--- src/rtl/vote_button_arbiter.sv ---
// ---------------------------------------------------------------------------
// vote_button_arbiter
//
// Front end for the candidate buttons of the voting machine. Each raw button
// is debounced by a saturating hold counter. Exactly one qualified press per
// voting cycle is accepted and reported as a one-cycle vote_logged pulse with
// a one-hot candidate. Simultaneous qualified presses are rejected with a
// multi_press pulse. All buttons must then stay released for RELEASE_CYCLES
// samples before the next vote can be taken. While mode=1 (result/display)
// votes are blocked.
//
// Optional feature (compile-time macro STUCK_DETECT_EN):
//   When defined, a saturating counter flags a button that is held for
//   STUCK_CYCLES cycles while locked. When undefined, stuck is tied to 0.
//
// Ports
//   clk             in   1       system clock, rising edge
//   reset           in   1       asynchronous, active-low reset
//   mode            in   1       0 = voting, 1 = result/display (votes blocked)
//   button          in   N_CAND  raw candidate buttons, active-high
//   vote_logged     out  1       one-cycle pulse: one valid vote accepted
//   vote_candidate  out  N_CAND  one-hot candidate of last accepted vote
//   multi_press     out  1       one-cycle pulse: simultaneous press rejected
//   stuck           out  1       level: a button is held too long
// ---------------------------------------------------------------------------
module vote_button_arbiter #(
   parameter int N_CAND         = 4,
   parameter int HOLD_CYCLES    = 4,
   parameter int RELEASE_CYCLES = 2,
   parameter int STUCK_CYCLES   = 1000
) (
   input  logic              clk,
   input  logic              reset,
   input  logic              mode,
   input  logic [N_CAND-1:0] button,
   output logic              vote_logged,
   output logic [N_CAND-1:0] vote_candidate,
   output logic              multi_press,
   output logic              stuck
);

   localparam int CW = $clog2(HOLD_CYCLES + 1);
   localparam int RW = $clog2(RELEASE_CYCLES + 1);

   typedef enum logic {
      ARMED  = 1'b0,
      LOCKED = 1'b1
   } state_t;

   // Reject parameter sets the counter widths and arbitration cannot support.
   if (N_CAND < 2 || HOLD_CYCLES < 1 || RELEASE_CYCLES < 1 || STUCK_CYCLES < 1) begin : g_bad_params
      $error("vote_button_arbiter: illegal parameter value");
   end

   logic [CW-1:0]     r_cnt [N_CAND];
   logic [N_CAND-1:0] w_sat;
   logic              w_any_sat;
   logic              w_one_sat;
   state_t            r_state;
   logic [RW-1:0]     r_rel_cnt;

   // Debounce: one saturating hold counter per channel; a low sample restarts it.
   always_ff @(posedge clk or negedge reset) begin
      if (!reset) begin
         // NOTE: the counter array feeds qualification directly, so every entry
         // is reset; leaving it unreset would let pre-reset samples cast a vote.
         for (int i = 0; i < N_CAND; i++) r_cnt[i] <= '0;
      end else begin
         for (int i = 0; i < N_CAND; i++) begin
            if (!button[i])
               r_cnt[i] <= '0;
            else if (r_cnt[i] != CW'(HOLD_CYCLES))
               // NOTE: non-blocking so every counter updates from the same
               // pre-edge snapshot, independent of statement order.
               r_cnt[i] <= r_cnt[i] + CW'(1);
         end
      end
   end

   always_comb begin
      // NOTE: default assignment first so no path leaves w_sat unassigned (no latch).
      w_sat = '0;
      for (int i = 0; i < N_CAND; i++) w_sat[i] = (r_cnt[i] == CW'(HOLD_CYCLES));
   end

   // Exactly one bit set <=> non-zero and clearing the lowest set bit leaves zero.
   assign w_any_sat = (w_sat != '0);
   assign w_one_sat = w_any_sat && ((w_sat & (w_sat - N_CAND'(1))) == '0);

   // Arbitration FSM with registered pulse and candidate outputs.
   always_ff @(posedge clk or negedge reset) begin
      if (!reset) begin
         r_state        <= ARMED;
         r_rel_cnt      <= '0;
         vote_logged    <= 1'b0;
         multi_press    <= 1'b0;
         vote_candidate <= '0;
      end else begin
         vote_logged <= 1'b0;
         multi_press <= 1'b0;
         if (mode) begin
            // Display mode blocks voting; a press held across the return to
            // voting mode must be released before it can count.
            r_state   <= LOCKED;
            r_rel_cnt <= '0;
         end else begin
            case (r_state)
               ARMED: begin
                  if (w_any_sat) begin
                     r_state <= LOCKED;
                     if (w_one_sat) begin
                        vote_logged    <= 1'b1;
                        vote_candidate <= w_sat;
                     end else begin
                        multi_press <= 1'b1;
                     end
                  end
               end
               LOCKED: begin
                  if (button == '0) begin
                     // Re-arm on the edge that completes the release window.
                     if (r_rel_cnt == RW'(RELEASE_CYCLES - 1)) begin
                        r_state   <= ARMED;
                        r_rel_cnt <= '0;
                     end else begin
                        r_rel_cnt <= r_rel_cnt + RW'(1);
                     end
                  end else begin
                     r_rel_cnt <= '0;
                  end
               end
               default: r_state <= ARMED;
            endcase
         end
      end
   end

`ifdef STUCK_DETECT_EN
   localparam int SW = $clog2(STUCK_CYCLES + 1);

   logic [SW-1:0] r_st_cnt;

   // Counts locked cycles with any button down; a full release clears it.
   always_ff @(posedge clk or negedge reset) begin
      if (!reset)
         r_st_cnt <= '0;
      else if (button == '0)
         r_st_cnt <= '0;
      else if (r_state == LOCKED && r_st_cnt != SW'(STUCK_CYCLES))
         r_st_cnt <= r_st_cnt + SW'(1);
   end

   assign stuck = (r_st_cnt == SW'(STUCK_CYCLES));
`else
   assign stuck = 1'b0;
`endif

endmodule
--- config.mk ---
export PLATFORM = sky130hd
export DESIGN_NAME = vote_button_arbiter
export DESIGN_NICKNAME = d
export VERILOG_FILES = /design/src/rtl/vote_button_arbiter.sv
export SDC_FILE = /design/constraint.sdc
export NUM_CORES = 1
export LEC_CHECK = 0
export BUFFER_PORTS_ARGS = -buffer_cell sky130_fd_sc_hd__buf_2
export CAP_MARGIN = 20
export CORE_ASPECT_RATIO = 1.1
export CORE_UTILIZATION = 50
export DETAILED_ROUTE_END_ITERATION = 10
export GPL_ROUTABILITY_DRIVEN = 1
export HOLD_SLACK_MARGIN = 0.02
export PLACE_DENSITY_LB_ADDON = 0.15
export SLEW_MARGIN = 20
export SYNTH_ARGS = -nofsm -noshare
export SYNTH_HDL_FRONTEND = slang
export SYNTH_SLANG_ARGS = --single-unit
--- constraint.sdc ---
create_clock -name clk -period 1.38 [get_ports clk]
set_clock_uncertainty 0.1 [all_clocks]
set_input_delay 0.138 -clock clk [delete_from_list [all_inputs] [get_ports clk]]
set_output_delay 0.138 -clock clk [all_outputs]
set_load 0.05 [all_outputs]
# After elaboration in Yosys (flattened, before gate mapping)
# Index checks and enable logic that the tools add are counted.
[totals]
reg_bits = 21
in_bits = 7
output_inout_bits = 7
[classes]
n_addsub = 6
n_eq_ne = 13
n_mux = 25
bitwise = 3
reduce_logical = 6
[ops]
columns = ["operator", "n"]
rows = [
  ["$mux W3", 8],
  ["$add A3 B1 Y3 const B", 4],
  ["$eq A3 B3 Y1 const B", 4],
  ["$mux W1", 12],
  ["$ne A3 B3 Y1 const B", 4],
  ["$logic_not A4 Y1", 2],
  ["$mux W2", 4],
  ["$ne A2 B1 Y1 const B", 4],
  ["$and A4 B4 Y4", 1],
  ["$reduce_and A4 Y1", 1],
  ["$reduce_bool A4 Y1", 1],
  ["$sub A4 B1 Y4 const B", 1],
  ["$add A2 B1 Y2 const B", 1],
  ["$eq A2 B1 Y1 const B", 1],
  ["$not A1 Y1", 2],
  ["$pmux W1 S2", 1],
  ["$reduce_bool A2 Y1", 1],
  ["$logic_and A1 B1 Y1", 1],
]

# Depth between registers and ports, before layout
[logic_depth]
depth_word = 9
mapped_depth = 6

# Worst setup path after synthesis
# No wires, ideal clock.
[synth_timing]
path_type = "register to register"
from = "register r_cnt[9] (netlist name)"
to = "register vote_candidate[1]"
setup_ps = 122
arrival_time_ps = 1263
required_time_ps = 1158
path_slack_ps = -105
path_stages_with_launch = 7
path_buffers = 0
synth_period_minus_slack_ps = 1485
path_cell_list = "dfrtp_1 inv_1 ha_1 a22oi_2 nor2_1 nand4bb_1 o2bb2ai_1"
[synth_between]
elab_chain_cells = 6
[synth_rtl]
columns = ["element", "line", "text"]
rows = [
  ["start, declared", "55", "logic [CW-1:0] r_cnt [N_CAND];"],
  ["start signal, assigned by index", "75", "r_cnt[i] <= r_cnt[i] + CW'(1);"],
  ["$eq A3 B3 Y1 (*)", "83", "for (int i = 0; i < N_CAND; i++) w_sat[i] = (r_cnt[i] == CW'(HOLD_CYCLES));"],
  ["$sub A4 B1 Y4", "88", "assign w_one_sat = w_any_sat && ((w_sat & (w_sat - N_CAND'(1))) == '0);"],
  ["$and A4 B4 Y4", "88", ""],
  ["$logic_not A4 Y1", "88", ""],
  ["$logic_and A1 B1 Y1", "88", ""],
  ["$reduce_and A4 Y1 (no source line) (*)", "n/a", ""],
  ["end signal, assigned", "113", "vote_candidate <= w_sat;"],
  ["end, declared", "37", "output logic [N_CAND-1:0] vote_candidate,"],
]
# Every way passes the cells marked *; elsewhere a longest branch is shown, timed or not.
# A chain may end at the register's enable or synchronous reset.

# Worst setup path after layout
[layout_timing]
from = "register r_cnt[10] (netlist name)"
to = "register vote_candidate[1]"
# The elaborated chain is that of the path after synthesis.

==> flow_summary.json <==
{
  "diodes": 0,
  "drtIter0Drc": 20,
  "synthAdderAreaFrac_pct": 9.73,
  "synthToLayoutAreaGrowth_pct": 38.1,
  "initial_utilization_pct": 54.9,
  "vias_per_cell": 5.16,
  "peakVddDrop_mv": 0.613,
  "cap_violations": 0,
  "synth_compound_area_share_pct": 17.8,
  "drc": 0,
  "clock_latency_ns": 0.30,
  "synth_edf_count": 0,
  "yosys-top-cells-count": "dfrtp_1 (21), nand2_1 (13), inv_1 (12)",
  "drv_slew": 0,
  "synth-seq-area-share_pct": 45.9,
  "cts_tree": "built",
  "async_flop_share_pct": 100,
  "synthMuxAreaShare_pct": 0,
  "p_comb_share_pct": 35.2,
  "synth.area.top_cells": "dfrtp_1 (46%), ha_1 (8.7%), xnor2_1 (5.4%)",
  "synth_xor_area_share_pct": 5.36,
  "seqPwrFrac_pct": 45.6,
  "postRouteAntennaNets": 0,
  "yosysWarnings": 0,
  "endpoint_kind": "flop",
  "wl_um": 2460,
  "p_clk_share_pct": 19.3,
  "synth_top_family_by_area": "compound AO/OA/AOI/OAI gates",
  "hold_viol_final": 0,
  "io_buffers": 12,
  "cp-start-kind": "flop",
  "cts-root-buf": "clkbuf_4",
  "p_sw_uw": 487,
  "setup_ws_ns": -0.0797,
  "fill_cells": 159,
  "wire_per_inst_um": 13.1,
  "pin_count": 14,
  "p_leak_nw": 0.786,
  "cts.path.max_buffers": 2,
  "grt_pass1_wl_um": 4010,
  "finalInstanceArea_um2": 1580,
  "yosysTopAreaCell": "dfrtp_1",
  "die_w_um": 47.6,
  "worstSetupPathType": "reg -> reg",
  "rsz0062_at_grt": "true",
  "hold_slack_ns": 0.0631,
  "cts_made_buffers": 3,
  "grt_util_all_layers_pct": 23.2,
  "avgSynthCellArea_um2": 9.96,
  "rows": 17,
  "cp.arrival_ns": 1.56,
  "fmaxAchievable_mhz": 685,
  "yosysMostFrequentCell": "dfrtp_1",
  "placedCellCount": 173,
  "internal-power_mw": 1.07,
  "dp_hpwl_um": 1730,
  "overflow": 0,
  "hold_class": "in -> reg",
  "status": "finished, violations left",
  "cp_max_fo": 3,
  "drive_gt1_share_pct": 38.4,
  "r2r_slack_ns": -0.08,
  "violations": "negative setup slack",
  "drt-pass1-iter-count": 4,
  "coreArea_um2": 2080,
  "grt_max_degree": 22,
  "final_cells": 187,
  "clkSlewWorstSetupHoldPaths_ns": 0.12,
  "min_period_ns": 1.46,
  "die_h_um": 52.2,
  "critPathRequiredTime_ns": 1.48,
  "numClockSinks": 21,
  "period_share_pct": 106,
  "via_count": 965,
  "dpl_cell_area_um2": 1390,
  "fin_nets": 175,
  "synth.top_cell.area_share_pct": 45.9,
  "synth_seq_cells": 21,
  "swShare_pct": 31.3,
  "p_per_area_nw_per_um2": 985,
  "utilization_pct": 75.9,
  "yosys.area_share.simple_pct": 15.3,
  "synthesis.area_um2": 1140,
  "ys.flop_type": "dfrtp_1",
  "die-area_um2": 2490,
  "setup_viol": 4,
  "antenna_found_initial": 0,
  "synth_cell_type_count": 32,
  "grt_pass1_vias": 982,
  "gp_congestion": 0.733,
  "synth.net_count": 130,
  "synth_cells": 115,
  "htree_levels": 1
}
placed cells by master, fill, tap and decap left out:
master         Yosys  layout
nand2_4            1       3
nand3_1            4       3
buf_2              0      12
a32oi_1            1       1
o211ai_1           1       1
ha_1               8       4
nand3_2            0       1
dlygate4sd3_1      0       5
a21boi_0           4       4
o21a_1             1       1
and2_1             4       4
nand2_1           13      12
xnor2_1            7       6
clkbuf_1           0       1
buf_6              1       2
xnor2_2            0       1
inv_2              0       6
maj3_2             1       1
nand4bb_1          1       1
dfrtp_1           21      21
nor2_1             3       3
o2bb2ai_1          1       1
nor3_1             3       3
o21ai_1            4       5
a22oi_4            1       1
a31oi_1            6       6
o31ai_1            1       1
ha_4               0       4
nand2_8            0       1
a22oi_2            1       1
conb_1             1       1
o21ai_0            5       4
a21oi_1            2       2
and2_2             1       1
nor2_2             1       1
nand4_1            1       1
inv_1             12       6
a21o_1             1       1
clkbuf_4           0       3
buf_4              1      23
sequential cells by signal, indices dropped and copies added (netlist names):
name and count:
vote_logged 1, r_state 1, r_cnt 12, r_rel_cnt 2, vote_candidate 4, multi_press 1
routing by layer:
layer  vias up  part of all wire (%)  GRT usage (%)
met1       468                    43           28.6
met5         -                     0              0
met2        12                    53           39.5
met4         0                   1.0           8.33
met3         4                   2.0           4.14
li1        481                     -              -
path summary, 6_finish.rpt:
| check | startpoint | end | depth (start not counted) |
|---|---|---|---|
| setup reg to reg | r_cnt[10] | vote_candidate[1] | 6 |
| setup / recovery | r_cnt[10] | vote_candidate[1] | 6 |
| hold / removal | mode | vote_candidate[2] | 4 |
| min in group asynchronous | reset | r_cnt[0] | 2 |
| hold reg to reg | vote_candidate[2] | vote_candidate[2] | 2 |
| max in group asynchronous | reset | r_rel_cnt[1] | 2 |
per-stage QoR:
step	total power, mW	setup slack (ns)	setup TNS, ns
2_1_floorplan	0.955	-0.0692	-0.0781
3_3_place_gp	1.12	-0.0663	-0.166
6_report	1.56	-0.0797	-0.191
3_5_place_dp	1.14	-0.0778	-0.313
5_1_grt	1.66	-0.168	-0.683
4_1_cts	1.50	-0.0389	-0.0839
kinds of logic after synthesis:
logic type      Yosys count
fa+ha+maj                 9
xor+xnor                  7
other cells               1
flops                    21
simple gates             34
compound gates           29
buf+inv                  14
worst max-delay path, stage by stage (launching register included):
cell and delay (ns):
dfrtp_1 0.41, inv_2 0.06, ha_4 0.17, a22oi_2 0.20
nor2_1 0.06, nand4bb_1 0.21, o2bb2ai_1 0.15
repair_timing:
action / CTS / global route
buffers inserted: 2 / 3
endpoints found under the hold margin: 33 / 0
cloned: 0 / 0
hold buffers: 5 / 0
resized for setup: 10 / 9
pin swaps: 6 / 2
setup endpoints to repair: 6 / 7
layout make-up:
type | count | area [um^2] | area share (%)
clock buffer | 4 | 26.3 | 1.66
tap | 28 | 35.0 | 2.22
sequential | 21 | 526 | 33.2
timing repair buffer | 42 | 305 | 19.3
multi-input combinational | 80 | 644 | 40.7
inverter | 12 | 45.0 | 2.85
power by group through the flow:
stage	sequential (mW)	clock [mW]	combinational [mW]
2_1_floorplan	0.713	0	0.242
3_3_place_gp	0.707	0	0.417
5_1_grt	0.717	0.325	0.615
6_report	0.710	0.300	0.548
4_1_cts	0.703	0.304	0.488
3_5_place_dp	0.712	0	0.433
Note: power is estimated with default switching activity, not from simulation.
